===== src/rtl/uart_cmd_pkg.sv =====
// uart_cmd_pkg: frame headers, op encodings, FSM states and frame/response helpers for uart_cmd_master.
package uart_cmd_pkg;

    typedef enum logic [1:0] {IDLE, SEND, WAIT_RSP} state_e;

    localparam logic [1:0] OP_WR   = 2'b00;
    localparam logic [1:0] OP_RD   = 2'b01;
    localparam logic [1:0] OP_ALU  = 2'b10;
    localparam logic [1:0] OP_ALU0 = 2'b11;

    localparam logic [7:0] HDR_WR   = 8'hAA;
    localparam logic [7:0] HDR_RD   = 8'hBB;
    localparam logic [7:0] HDR_ALU  = 8'hCC;
    localparam logic [7:0] HDR_ALU0 = 8'hDD;

    function automatic logic [1:0] frame_last(input logic [1:0] op);
        return op == OP_WR ? 2'd2 : op == OP_ALU ? 2'd3 : 2'd1;
    endfunction

    function automatic logic [1:0] rsp_len(input logic [1:0] op);
        return op == OP_WR ? 2'd0 : op == OP_RD ? 2'd1 : 2'd2;
    endfunction

    function automatic logic [7:0] frame_byte(input logic [1:0] op, input logic [3:0] addr,
                                              input logic [7:0] a, input logic [7:0] b,
                                              input logic [3:0] func, input logic [1:0] idx);
        case (op)
            OP_WR:   return idx == 2'd0 ? HDR_WR : idx == 2'd1 ? {4'h0, addr} : a;
            OP_RD:   return idx == 2'd0 ? HDR_RD : {4'h0, addr};
            OP_ALU:  return idx == 2'd0 ? HDR_ALU : idx == 2'd1 ? a : idx == 2'd2 ? b : {4'h0, func};
            default: return idx == 2'd0 ? HDR_ALU0 : {4'h0, func};
        endcase
    endfunction

endpackage


===== src/rtl/cmd_timeout_cnt.sv =====
// cmd_timeout_cnt: cycle counter with clear, flags expiry when it reaches CYCLES-1 while enabled.
module cmd_timeout_cnt #(
    parameter int CYCLES = 65535
) (
    input  logic clk,
    input  logic rst,
    input  logic en_i,
    input  logic clr_i,
    output logic expire_o
);
    localparam int W = CYCLES > 1 ? $clog2(CYCLES) : 1;
    logic [W-1:0] cnt_q;
    always_ff @(posedge clk or posedge rst)
        if (rst)
            cnt_q <= '0;
        else if (clr_i)
            cnt_q <= '0;
        else if (en_i)
            cnt_q <= cnt_q + W'(1);
    assign expire_o = en_i && cnt_q == W'(CYCLES - 1);
endmodule


===== src/rtl/uart_cmd_master.sv =====
// uart_cmd_master: serialises commands into UART frames and collects the response bytes.
// Define UART_CMD_MASTER_TIMEOUT_EN to abandon responses after TIMEOUT_CYCLES idle cycles.
module uart_cmd_master
    import uart_cmd_pkg::*;
#(
    parameter int TIMEOUT_CYCLES = 65535
) (
    input  logic        CLK,
    input  logic        RST,
    input  logic        cmd_valid,
    output logic        cmd_ready,
    input  logic [1:0]  cmd_op,
    input  logic [3:0]  cmd_addr,
    input  logic [7:0]  cmd_data,
    input  logic [7:0]  cmd_opb,
    input  logic [3:0]  cmd_func,
    output logic [7:0]  tx_data,
    output logic        tx_valid,
    input  logic        tx_ready,
    input  logic [7:0]  rx_data,
    input  logic        rx_valid,
    output logic [15:0] rsp_data,
    output logic        rsp_valid,
    output logic        rsp_timeout,
    output logic        cmd_done
);
    state_e      state_q;
    logic [1:0]  op_q, idx_q;
    logic [3:0]  addr_q, func_q;
    logic [7:0]  data_q, opb_q, lsb_q, tx_data_q;
    logic        rxn_q, tx_valid_q, rsp_valid_q, cmd_done_q;
    logic [15:0] rsp_data_q;
`ifdef UART_CMD_MASTER_TIMEOUT_EN
    logic expire, tmo_q;
    cmd_timeout_cnt #(.CYCLES(TIMEOUT_CYCLES)) u_tmo (
        .clk      (CLK),
        .rst      (RST),
        .en_i     (state_q == WAIT_RSP),
        .clr_i    (state_q != WAIT_RSP || rx_valid),
        .expire_o (expire)
    );
    assign rsp_timeout = tmo_q;
`else
    // TIMEOUT_CYCLES is irrelevant here; the comparison is constant false
    assign rsp_timeout = TIMEOUT_CYCLES < 0;
`endif
    assign cmd_ready = state_q == IDLE;
    assign tx_data   = tx_data_q;
    assign tx_valid  = tx_valid_q;
    assign rsp_data  = rsp_data_q;
    assign rsp_valid = rsp_valid_q;
    assign cmd_done  = cmd_done_q;
    always_ff @(posedge CLK or posedge RST) begin
        if (RST) begin
            state_q     <= IDLE;
            op_q        <= '0;
            idx_q       <= '0;
            addr_q      <= '0;
            func_q      <= '0;
            data_q      <= '0;
            opb_q       <= '0;
            lsb_q       <= '0;
            rxn_q       <= 1'b0;
            tx_data_q   <= '0;
            tx_valid_q  <= 1'b0;
            rsp_data_q  <= '0;
            rsp_valid_q <= 1'b0;
            cmd_done_q  <= 1'b0;
`ifdef UART_CMD_MASTER_TIMEOUT_EN
            tmo_q       <= 1'b0;
`endif
        end else begin
            rsp_valid_q <= 1'b0;
            cmd_done_q  <= 1'b0;
`ifdef UART_CMD_MASTER_TIMEOUT_EN
            tmo_q       <= 1'b0;
`endif
            case (state_q)
                IDLE: if (cmd_valid) begin
                    op_q       <= cmd_op;
                    addr_q     <= cmd_addr;
                    data_q     <= cmd_data;
                    opb_q      <= cmd_opb;
                    func_q     <= cmd_func;
                    idx_q      <= '0;
                    tx_valid_q <= 1'b1;
                    tx_data_q  <= frame_byte(cmd_op, cmd_addr, cmd_data, cmd_opb, cmd_func, 2'd0);
                    state_q    <= SEND;
                end
                SEND: if (tx_ready) begin
                    if (idx_q == frame_last(op_q)) begin
                        tx_valid_q <= 1'b0;
                        rxn_q      <= 1'b0;
                        cmd_done_q <= op_q == OP_WR;
                        state_q    <= op_q == OP_WR ? IDLE : WAIT_RSP;
                    end else begin
                        idx_q     <= idx_q + 2'd1;
                        tx_data_q <= frame_byte(op_q, addr_q, data_q, opb_q, func_q, idx_q + 2'd1);
                    end
                end
                WAIT_RSP: if (rx_valid) begin
                    if ({1'b0, rxn_q} == rsp_len(op_q) - 2'd1) begin
                        rsp_data_q  <= op_q == OP_RD ? {8'h00, rx_data} : {rx_data, lsb_q};
                        rsp_valid_q <= 1'b1;
                        cmd_done_q  <= 1'b1;
                        state_q     <= IDLE;
                    end else begin
                        lsb_q <= rx_data;
                        rxn_q <= 1'b1;
                    end
                end
`ifdef UART_CMD_MASTER_TIMEOUT_EN
                else if (expire) begin
                    tmo_q      <= 1'b1;
                    cmd_done_q <= 1'b1;
                    state_q    <= IDLE;
                end
`endif
                default: state_q <= IDLE;
            endcase
        end
    end
endmodule

===== config.mk =====
export PLATFORM = sky130hd
export DESIGN_NAME = uart_cmd_master
export DESIGN_NICKNAME = d
export VERILOG_FILES = /design/src/rtl/uart_cmd_pkg.sv /design/src/rtl/cmd_timeout_cnt.sv /design/src/rtl/uart_cmd_master.sv
export SDC_FILE = /design/constraint.sdc
export NUM_CORES = 1
export LEC_CHECK = 0
export ABC_CLOCK_PERIOD_IN_PS = 5800
export CAP_MARGIN = 20
export CORE_MARGIN = 10
export CORE_UTILIZATION = 46
export CTS_CLUSTER_DIAMETER = 50
export DETAILED_ROUTE_END_ITERATION = 10
export GPL_ROUTABILITY_DRIVEN = 0
export PLACE_DENSITY_LB_ADDON = 0.15
export RECOVER_POWER = 50
export SLEW_MARGIN = 15
export SYNTH_ARGS = -nofsm -noshare
export SYNTH_HDL_FRONTEND = slang
export SYNTH_SLANG_ARGS = --single-unit

===== constraint.sdc =====
create_clock -name CLK -period 5.8 [get_ports CLK]
set_input_delay 1.16 -clock CLK [delete_from_list [all_inputs] [get_ports CLK]]
set_output_delay 1.16 -clock CLK [all_outputs]
set_load 0.05 [all_outputs]

==> results of run 1 <==
sequential cells by signal (all words and copies together), names as in the netlist, 2 cells and up:
| signal | flops |
|---|---|
| data_q | 8 |
| tx_data | 8 |
| lsb_q | 8 |
| state_q | 2 |
| idx_q | 2 |
| func_q | 4 |
| addr_q | 4 |
| rsp_data | 16 |
| opb_q | 8 |
| op_q | 2 |
report_power, final:
| part | leakage, nW | switching (mW) | total, mW | internal (mW) |
|---|---|---|---|---|
| clock | 0.0962 | 0.165 | 0.372 | 0.207 |
| sequential | 0.828 | 0.158 | 0.810 | 0.652 |
| combinational | 0.905 | 0.669 | 1.19 | 0.516 |
| total | 1.83 | 0.992 | 2.37 | 1.38 |
metrics by stage:
step	instance area [um2]	util (%)	hold slack, ns	worst slack (ns)	power [mW]
floorplan	3270	-	0.471	2.99	1.70
global placement	3970	57.8	0.460	2.71	1.99
detailed placement	3990	58.0	0.470	2.69	2.02
CTS	4170	60.7	0.485	2.68	2.40
global route	4170	60.7	0.516	2.59	2.52
finish	4170	60.7	0.476	2.75	2.37
worst max-delay path, delay by kind of cell, from the launching register on:
family,cells,cell delay [ns]
buffers and inverters,2,0.92
adders and majority gates,1,0.22
DFF,1,0.41
layout by cell type (no fill, tap or decap), types with 2 or more instances in the layout:
cell / count
nand3_1: 3
o31a_1: 2
nor2_1: 10
clkbuf_1: 3
nand3b_1: 2
a21o_1: 3
dlygate4sd3_1: 2
clkdlybuf4s50_1: 64
dfrtp_1: 66
ha_1: 6
clkinv_2: 2
a211oi_1: 3
o21ai_0: 26
a21oi_1: 7
clkbuf_8: 10
nor2b_1: 2
mux2_2: 39
mux2i_1: 14
nor3_1: 4
nand2_1: 41
a221oi_1: 2
nor4_1: 3
nand2b_1: 4
a22oi_1: 3
inv_1: 13
worst paths after layout:
kind | startpoint | to
max in group asynchronous | RST | tx_data[1]
min reg2reg | rsp_data[7] | rsp_data[7]
min in group asynchronous | RST | rsp_data[2]
min | rsp_data[7] | rsp_data[7]
max reg2reg | op_q[0] | tx_data[3]
max | state_q[1] | cmd_ready
kinds of logic after synthesis:
family | share of synthesized area, %
buf+inv | 4.32
mux | 17.7
compound gates | 13.7
fa+ha+maj | 2.30
flops | 50.5
other cells | 0.115
simple gates | 11.4
per-layer routing:
metal,wire length (um),part of all wire (%),vias to the layer above,global-route usage (%)
li1,-,-,1185,-
met1,3310,45,1132,16.1
met2,3520,48,68,22.0
met3,420,5.7,12,3.66
met4,149,2.0,0,6.16
met5,0,0,-,0
cell type report:
class / instances / area, um2
Multi-Input combinational cell: 201 / 1470
Clock buffer: 12 / 145
Clock inverter: 3 / 40.0
Tap cell: 96 / 120
Timing Repair Buffer: 69 / 687
Sequential cell: 66 / 1650
Fill cell: 588 / 2700
Inverter: 14 / 52.6
==> key figures, run 1 <==
Clocking
  – Max clock buf depth: 2
  – Clk root buf: clkbuf_8
  – TritonCTS clock tree: yes
  – Max H-tree Level: 3
  – Clock sinks: 66
  – Setup bufs post-CTS: 0
  – TritonCTS Buffers: 9
  – Clock slew at reported path FFs: 0.07 ns
  – Later-pin clock latency in the skew report: 0.33 ns
  – Post-CTS sizing: 0
  – Hold_buf cts: 0

GRT
  – Total track usage: 13.5%
  – Largest net degree at the start of global routing: 67
  – Vias in the first global route: 2443
  – Overflow after GRT: 0
  – First-pass GRT wire length: 12200 um
  – Initial antenna violation count: 0

STA
  – RSZ-0062 raised after global routing: false
  – Fmax: 328 MHz
  – Max-slew violations: 0
  – Period utilization: 52.5%
  – Layout Skew: 0.00796 ns
  – Slew at the pin closest to its max-slew limit: 1.01 ns
  – Max-slew headroom: 32.2%
  – Final hold vios: 0
  – Min cycle time layout: 3.05 ns
  – Setup_tns: 0 ns
  – Setup violators final: 0

Place
  – Post-DP HPWL: 5230 um
  – Port bufs: 66
  – Placed Cells incl. Taps: 445

Routing
  – Post-Route WL: 7400 um
  – # DRC: 0
  – Post-route ant nets: 0
  – Via count: 2397
  – Routed WL per cell: 16.0 um
  – Via-to-Cell Ratio: 5.20
  – DR iter-0 viols: 90
  – 1st-pass router iterations: 4

Yosys
  – Largest area contributor in the netlist: dfrtp_1
  – Syn_area_per_cell: 10.9 um2
  – Post-synth ARST share: 100%
  – Post-synth EDFFs: 0
  – Syn Nets: 345
  – Post-synth top area share: 50.5%
  – Mapped Area: 3270 um2
  – Post-Syn Instances: 300
  – Synth Flop Type: dfrtp_1
  – Post-synthesis sequential area ratio: 50.5%
  – Synth area leaders: dfrtp_1 50%, mux2_2 13%, nand2_1 4.7%
  – Top-count cell post-synth: dfrtp_1
  – Commonest cells post-synth: 66 x dfrtp_1, 41 x nand2_1, 39 x mux2_2, 26 x o21ai_0
  – Yosys warns: 0
  – Synth cell types: 52
  – #FFs+latches synth: 66

Floorplan
  – Row Count: 30
  – Core area: 6870 um2
  – I/O pin count: 68
  – Die area: 10900 um2
  – Die Y: 104 um
  – Die W: 104 um
  – Starting density of the core: 47.6%

Critical path
  – Worst EP required: 4.64 ns
  – Crit path launch type: flop
  – Crit-path slowest cell: clkdlybuf4s50_1
  – Worst R2R Path Depth: 4
  – Crit path DAT: 1.89 ns
  – Largest fanout on the critical path: 5
  – Crit end category: output pin
  – Worst path cell trace: inv_1, ha_1, clkdlybuf4s50_1
  – R2R setup slack: 3.05 ns
  – Worst setup path category: reg2out
  – Max incr delay on CP: 0.83 ns

Status
  – Outcome: complete, no violations

Worst hold path
  – Worst hold path class: reg2reg
  – Hold path cells: 2

Power and ir drop
  – PD cells: 568 nW/um2
  – Leakage Power: 1.83 nW
  – Max IR drop VDD: 0.000274 V

Job
  – Max_cap viols: 0

Final layout
  – Final net count: 406
  – Diodes inserted: 0
  – Post-route non-filler standard cell count: 461
  – Area Overhead vs Synth: 27.4%
  – Layout cells sized above 1: 17.3%
Note: power is estimated with default switching activity, not from simulation.
==> run 2: changes to the inputs <==
- ABC_CLOCK_PERIOD_IN_PS: 5800 -> 3000
- clock period: 5.8 -> 3 ns (I/O delays scaled with it)
==> run 2 against run 1 <==
  * Sequential cell count unchanged
  * Sequential power up 88%
  * Clock power grew 150%
  * Worst setup slack got worse by 2.3 ns
  * Power grew 110%
  * Critical path type is now reg2reg
  * Highest routed layer unchanged
  * Die area unchanged
  * Sequential share of layout area decreased by 1.1 points
  * First-iteration DRC count up 13%
  * Utilization rose by 1.8 points
  * Clock-buffer cell count is 2 lower
  * Clock skew decreased by 0.0014 ns
  * Combinational power grew 100%
==> key figures, run 2 (synthesis gave the netlist of run 1 again) <==
STA
  – Setup_tns: 0 ns (unchanged)
  – Worst hold margin: 0.479 ns (+0.00300 ns)
  – Period utilization: 84.2%
  – Layout Skew: 0.00655 ns (-0.00141 ns)
  – Slew at the pin closest to its max-slew limit: 1.23 ns (+0.211 ns)
  – RSZ-0062 raised after global routing: false
  – Final hold vios: 0 (unchanged)
  – Max-slew headroom: 18.3% (-14 points)
  – Setup violators final: 0 (unchanged)
  – Max-slew violations: 0 (unchanged)
  – Min cycle time layout: 2.53 ns
  – Fmax: 396 MHz

Clocking
  – Clk root buf: clkbuf_8
  – TritonCTS Buffers: 9 (unchanged)
  – Max H-tree Level: 3 (unchanged)
  – Hold_buf cts: 0 (unchanged)
  – Clock slew at reported path FFs: 0.07 ns (about the same)
  – Setup bufs post-CTS: 0 (unchanged)
  – TritonCTS clock tree: yes
  – Max clock buf depth: 2 (unchanged)
  – Later-pin clock latency in the skew report: 0.34 ns (about the same)
  – Post-CTS sizing: 0 (unchanged)
  – Clock sinks: 66 (unchanged)

GRT
  – Initial antenna violation count: 0 (unchanged)
  – First-pass GRT wire length: 12600 um (+3.3%)
  – Vias in the first global route: 2573 (+5.3%)
  – Overflow after GRT: 0 (unchanged)
  – Largest net degree at the start of global routing: 38 (-43%)
  – Total track usage: 13.9% (+0.46 points)

Final layout
  – Final Util: 62.4% (+1.8 points)
  – Most common cell after layout, fill and taps aside: dfrtp_1
  – Cell area after layout: 4290 um2 (+2.9%)
  – Layout cells sized above 1: 19.5% (+2.2 points)
  – Commonest cells after routing, fill and taps aside: 66 x dfrtp_1, 65 x clkdlybuf4s50_1, 41 x nand2_1
  – Post-route non-filler standard cell count: 466 (+1.1%)
  – Largest register FFs: 16 (unchanged)
  – Diodes inserted: 0 (unchanged)
  – Final net count: 410 (+0.99%)
  – Area Overhead vs Synth: 31.1%

Place
  – Placed cell area: 4040 um2 (+1.4%)
  – Post-DP HPWL: 5470 um (+4.7%)
  – Placed Cells incl. Taps: 450 (+1.1%)
  – Port bufs: 66 (unchanged)

Critical path
  – Crit-path slowest cell: clkbuf_1
  – Worst setup path category: reg2reg
  – Crit path launch type: flop
  – Crit end category: flop
  – Crit path DAT: 2.76 ns (+0.87 ns)
  – Worst EP required: 3.23 ns (-1.41 ns)
  – Max incr delay on CP: 0.90 ns (+0.07 ns)
  – Worst path cell trace: nand2b_1, buf_4, o21ai_1, nand3_1, clkbuf_1, o31ai_1, and2_1
  – Largest fanout on the critical path: 34 (+29)

Status
  – Outcome: complete, no violations

Floorplan
  – Die area: 10900 um2 (unchanged)
  – Die Y: 104 um (unchanged)
  – Die W: 104 um (unchanged)
  – I/O pin count: 68 (unchanged)
  – Row Count: 30 (unchanged)
  – Starting density of the core: 47.6% (unchanged)
  – Core area: 6870 um2 (unchanged)

Routing
  – Post-route ant nets: 0 (unchanged)
  – DR iter-0 viols: 102 (+13%)
  – Routed WL per cell: 16.2 um (+0.80%)
  – Via count: 2478 (+3.4%)
  – 1st-pass router iterations: 4 (unchanged)
  – Post-Route WL: 7540 um (+1.9%)
  – Via-to-Cell Ratio: 5.32 (+2.3%)
  – # DRC: 0 (unchanged)

Job
  – Max_cap viols: 0 (unchanged)

Power and ir drop
  – Max IR drop VDD: 0.000617 V (+130%)
  – PD cells: 1140 nW/um2 (+100%)
  – Leakage Power: 1.89 nW (+3.0%)

Worst hold path
  – Worst hold path class: reg2reg
==> run 2: cell types whose count changed in the layout (fill, tap and decap cells not counted), sizes merged <==
| cell | delta |
|---|---|
| clkinvlp | +2 |
| clkinv | -2 |
| dlygate4sd3 | -1 |
| clkbuf | -2 |
| bufinv | +2 |
| inv | +1 |
| clkdlybuf4s50 | +1 |
| buf | +4 |
==> run 2: per-stage QoR <==
stage	total power, mW	setup WS, ns
final	4.88	0.474
after CTS	4.91	0.452
after detailed placement	3.96	0.603
after global placement	3.92	0.704
after global routing	5.19	0.221
after floorplan	3.28	0.745
==> run 2: cell type report <==
class                           count  area [um2]
Fill cell                         590        2580
Sequential cell                    66        1650
Multi-Input combinational cell    201        1480
Timing Repair Buffer               73         734
Clock buffer                       10         138
Tap cell                           96         120
Clock inverter                      6         114
Inverter                           14        52.6
==> run 2: critical path: cells and delay by family (launching register included) <==
family                 cells  cell delay (ns)
AOI/OAI and AO/OA          2             0.32
buffers and inverters      2             1.16
DFF                        1             0.47
and+or+nand+nor            3             0.47
==> run 2: where the power goes <==
group | internal (mW) | total [mW] | switching [mW]
sequential | 1.26 | 1.52 | 0.261
clock | 0.576 | 0.925 | 0.349
combinational | 1.06 | 2.43 | 1.38
total | 2.89 | 4.88 | 1.99
==> run 2: worst paths after layout <==
kind | start | end | slack (ns) | cells after the start
max in group asynchronous | RST | op_q[0] | 1.21 | 3
setup / recovery | op_q[1] | cmd_done | 0.47 | 7
min in group asynchronous | RST | rsp_data[3] | 1.01 | 2
hold / removal | rsp_data[8] | rsp_data[8] | 0.48 | 2
hold reg to reg | rsp_data[8] | rsp_data[8] | 0.48 | 2
setup reg to reg | op_q[1] | cmd_done | 0.47 | 7
==> run 2: per-layer routing <==
metal | track usage [%] | share of wire (%)
met1 | 16.9 | 43
met2 | 22.3 | 49
met3 | 3.66 | 5.6
met4 | 6.76 | 1.9
met5 | 0 | 0
==> run 3: changes to the inputs <==
- ABC_CLOCK_PERIOD_IN_PS: 3000 -> 2100
- clock period: 3 -> 2.1 ns (I/O delays scaled with it)
==> run 3 against run 2 <==
  * Non-clock buffer count grew 8
  * Highest routed layer unchanged
  * Largest cell class unchanged
  * Critical path type unchanged
  * Wire length shrank 1.6%
  * Global-route usage shrank 0.073 points
==> key figures, run 3 (synthesis gave the netlist of run 1 again) <==
STA
  – Fmax: 495 MHz (+25%)
  – Max-slew violations: 0 (unchanged)
  – Period utilization: 96.2% (+12 points)
  – Setup violators final: 0 (unchanged)
  – Max-slew headroom: 40.9% (+23 points)
  – Slew at the pin closest to its max-slew limit: 0.886 ns (-0.340 ns)
  – Final hold vios: 0 (unchanged)
  – Layout Skew: 0.00938 ns (+0.00284 ns)
  – Setup_tns: 0 ns (unchanged)
  – Min cycle time layout: 2.02 ns (-0.504 ns)
  – Worst hold margin: 0.475 ns (-0.00384 ns)
  – RSZ-0062 raised after global routing: true

Clocking
  – TritonCTS Buffers: 9 (unchanged)
  – Later-pin clock latency in the skew report: 0.33 ns (about the same)
  – Hold_buf cts: 0 (unchanged)
  – TritonCTS clock tree: yes
  – Max H-tree Level: 3 (unchanged)
  – Max clock buf depth: 2 (unchanged)
  – Clock slew at reported path FFs: 0.07 ns (about the same)
  – Clock sinks: 66 (unchanged)
  – Clk root buf: clkbuf_8

GRT
  – Largest net degree at the start of global routing: 67 (+76%)
  – Vias in the first global route: 2609 (+1.4%)
  – Total track usage: 13.8% (-0.073 points)
  – Overflow after GRT: 0 (unchanged)
  – Initial antenna violation count: 0 (unchanged)
  – First-pass GRT wire length: 12800 um (+2.1%)

Floorplan
  – Die area: 10900 um2 (unchanged)
  – I/O pin count: 68 (unchanged)
  – Row Count: 30 (unchanged)
  – Die W: 104 um (unchanged)
  – Core area: 6870 um2 (unchanged)
  – Die Y: 104 um (unchanged)
  – Starting density of the core: 47.6% (unchanged)

Power and ir drop
  – Max IR drop VDD: 0.000787 V (+27%)
  – Leakage Power: 1.88 nW (-0.24%)
  – PD cells: 1560 nW/um2 (+37%)

Place
  – Post-DP HPWL: 5360 um (-2.0%)
  – Placed Cells incl. Taps: 458 (+1.8%)
  – Port bufs: 66 (unchanged)

Job
  – Max_cap viols: 0 (unchanged)

Critical path
  – CP bufs+invs: 0 (-2)
  – Crit end category: flop
  – Crit path launch type: flop
  – CP endpoint: state_q[0]
  – Worst setup path category: reg2reg
  – Worst path cell trace: or4b_4, o311a_4, nand2b_4, a21oi_1, mux2_2
  – R2R Path Start: idx_q[0]
  – Worst EP required: 2.32 ns (-0.91 ns)
  – R2R setup slack: 0.08 ns (-0.40 ns)
  – Largest fanout on the critical path: 9 (-74%)
  – Crit path DAT: 2.24 ns (-0.52 ns)
  – Worst path depth: 5 (-2)
  – Largest delay share family, worst path: simple AND/OR/NAND/NOR gates
  – Max incr delay on CP: 0.57 ns (-0.33 ns)
  – Worst R2R Path Depth: 5 (-2)
  – Crit-path slowest cell: or4b_4
  – Critical path origin: idx_q[0]
  – Reg2reg end: state_q[0]

Final layout
  – Fillers: 595 (+0.85%)
  – Final Util: 62.3% (-0.16 points)
  – Largest register FFs: 16 (unchanged)
  – Final net count: 418 (+2.0%)
  – Diodes inserted: 0 (unchanged)
  – Layout cells sized above 1: 22.2% (+2.8 points)
  – Post-route non-filler standard cell count: 474 (+1.7%)
  – Most common cell after layout, fill and taps aside: dfrtp_1
  – Commonest cells after routing, fill and taps aside: 65 x dfrtp_1, 64 x clkdlybuf4s50_1, 41 x nand2_1
  – Area Overhead vs Synth: 30.8%

Routing
  – Via-to-Cell Ratio: 5.26 (-1.2%)
  – Routed WL per cell: 15.6 um (-3.3%)
  – # DRC: 0 (unchanged)
  – 1st-pass router iterations: 4 (unchanged)
  – DR iter-0 viols: 118 (+16%)
  – Post-Route WL: 7420 um (-1.6%)
  – Via count: 2491 (+0.52%)
  – Post-route ant nets: 0 (unchanged)

Worst hold path
  – Hold path cells: 2 (unchanged)
  – Worst hold path class: reg2reg

Status
  – Outcome: complete, no violations
-- run 3: worst min-delay path: stages (launching register included) --
cell	delay (ns)
dfrtp_1	0.34
nand2_1	0.04
o21ai_0	0.05
-- run 3: worst min path at each step --
stage,from,end,slack (ns)
global route,rsp_data[7],rsp_data[7],0.51
global placement,rsp_data[13],rsp_data[13],0.46
CTS,RST,rsp_valid,0.48
finish,rsp_data[1],rsp_data[1],0.48
floorplan,data_q[7],data_q[7],0.47
detailed placement,rsp_data[13],rsp_data[13],0.47
-- run 3: cell type report --
type | count | area (um2) | share of cell area [%]
clock buffers | 13 | 149 | 3.48
multi-input cells | 201 | 1520 | 35.5
well taps | 96 | 120 | 2.81
flip-flops and latches | 66 | 1650 | 38.6
inverters | 14 | 52.6 | 1.23
repair buffers | 81 | 768 | 18.0
clock inverters | 3 | 15.0 | 0.351
-- run 3: timing repair --
| action | in CTS | in global routing |
|---|---|---|
| endpoints found under the setup margin | 1 | 8 |
| pin swaps | 0 | 0 |
| gates cloned | 0 | 0 |
| buffers inserted | 0 | 0 |
| gates resized for setup | 2 | 7 |
-- run 3: metal layers --
layer | vias up | GRT usage [%] | share of wire [%]
met2 | 70 | 22.4 | 49
met1 | 1199 | 17.1 | 44
met5 | - | 0 | 0
li1 | 1208 | - | -
met3 | 14 | 3.47 | 5.5
met4 | 0 | 5.67 | 1.5
-- run 3: per-stage QoR --
stage	setup slack (ns)	cell area [um2]	total power, mW
4_1_cts	0.000849	4270	6.68
5_1_grt	0.00166	4280	7.15
3_5_place_dp	-0.000257	4100	5.74
2_1_floorplan	0.0252	3270	4.69
6_report	0.0788	4280	6.68
3_3_place_gp	0.0238	4100	5.67
-- run 3: power by group --
| part | internal (mW) | total, mW | switching (mW) |
|---|---|---|---|
| registers | 1.81 | 2.15 | 0.346 |
| clock network | 0.456 | 0.914 | 0.458 |
| logic | 1.60 | 3.61 | 2.02 |
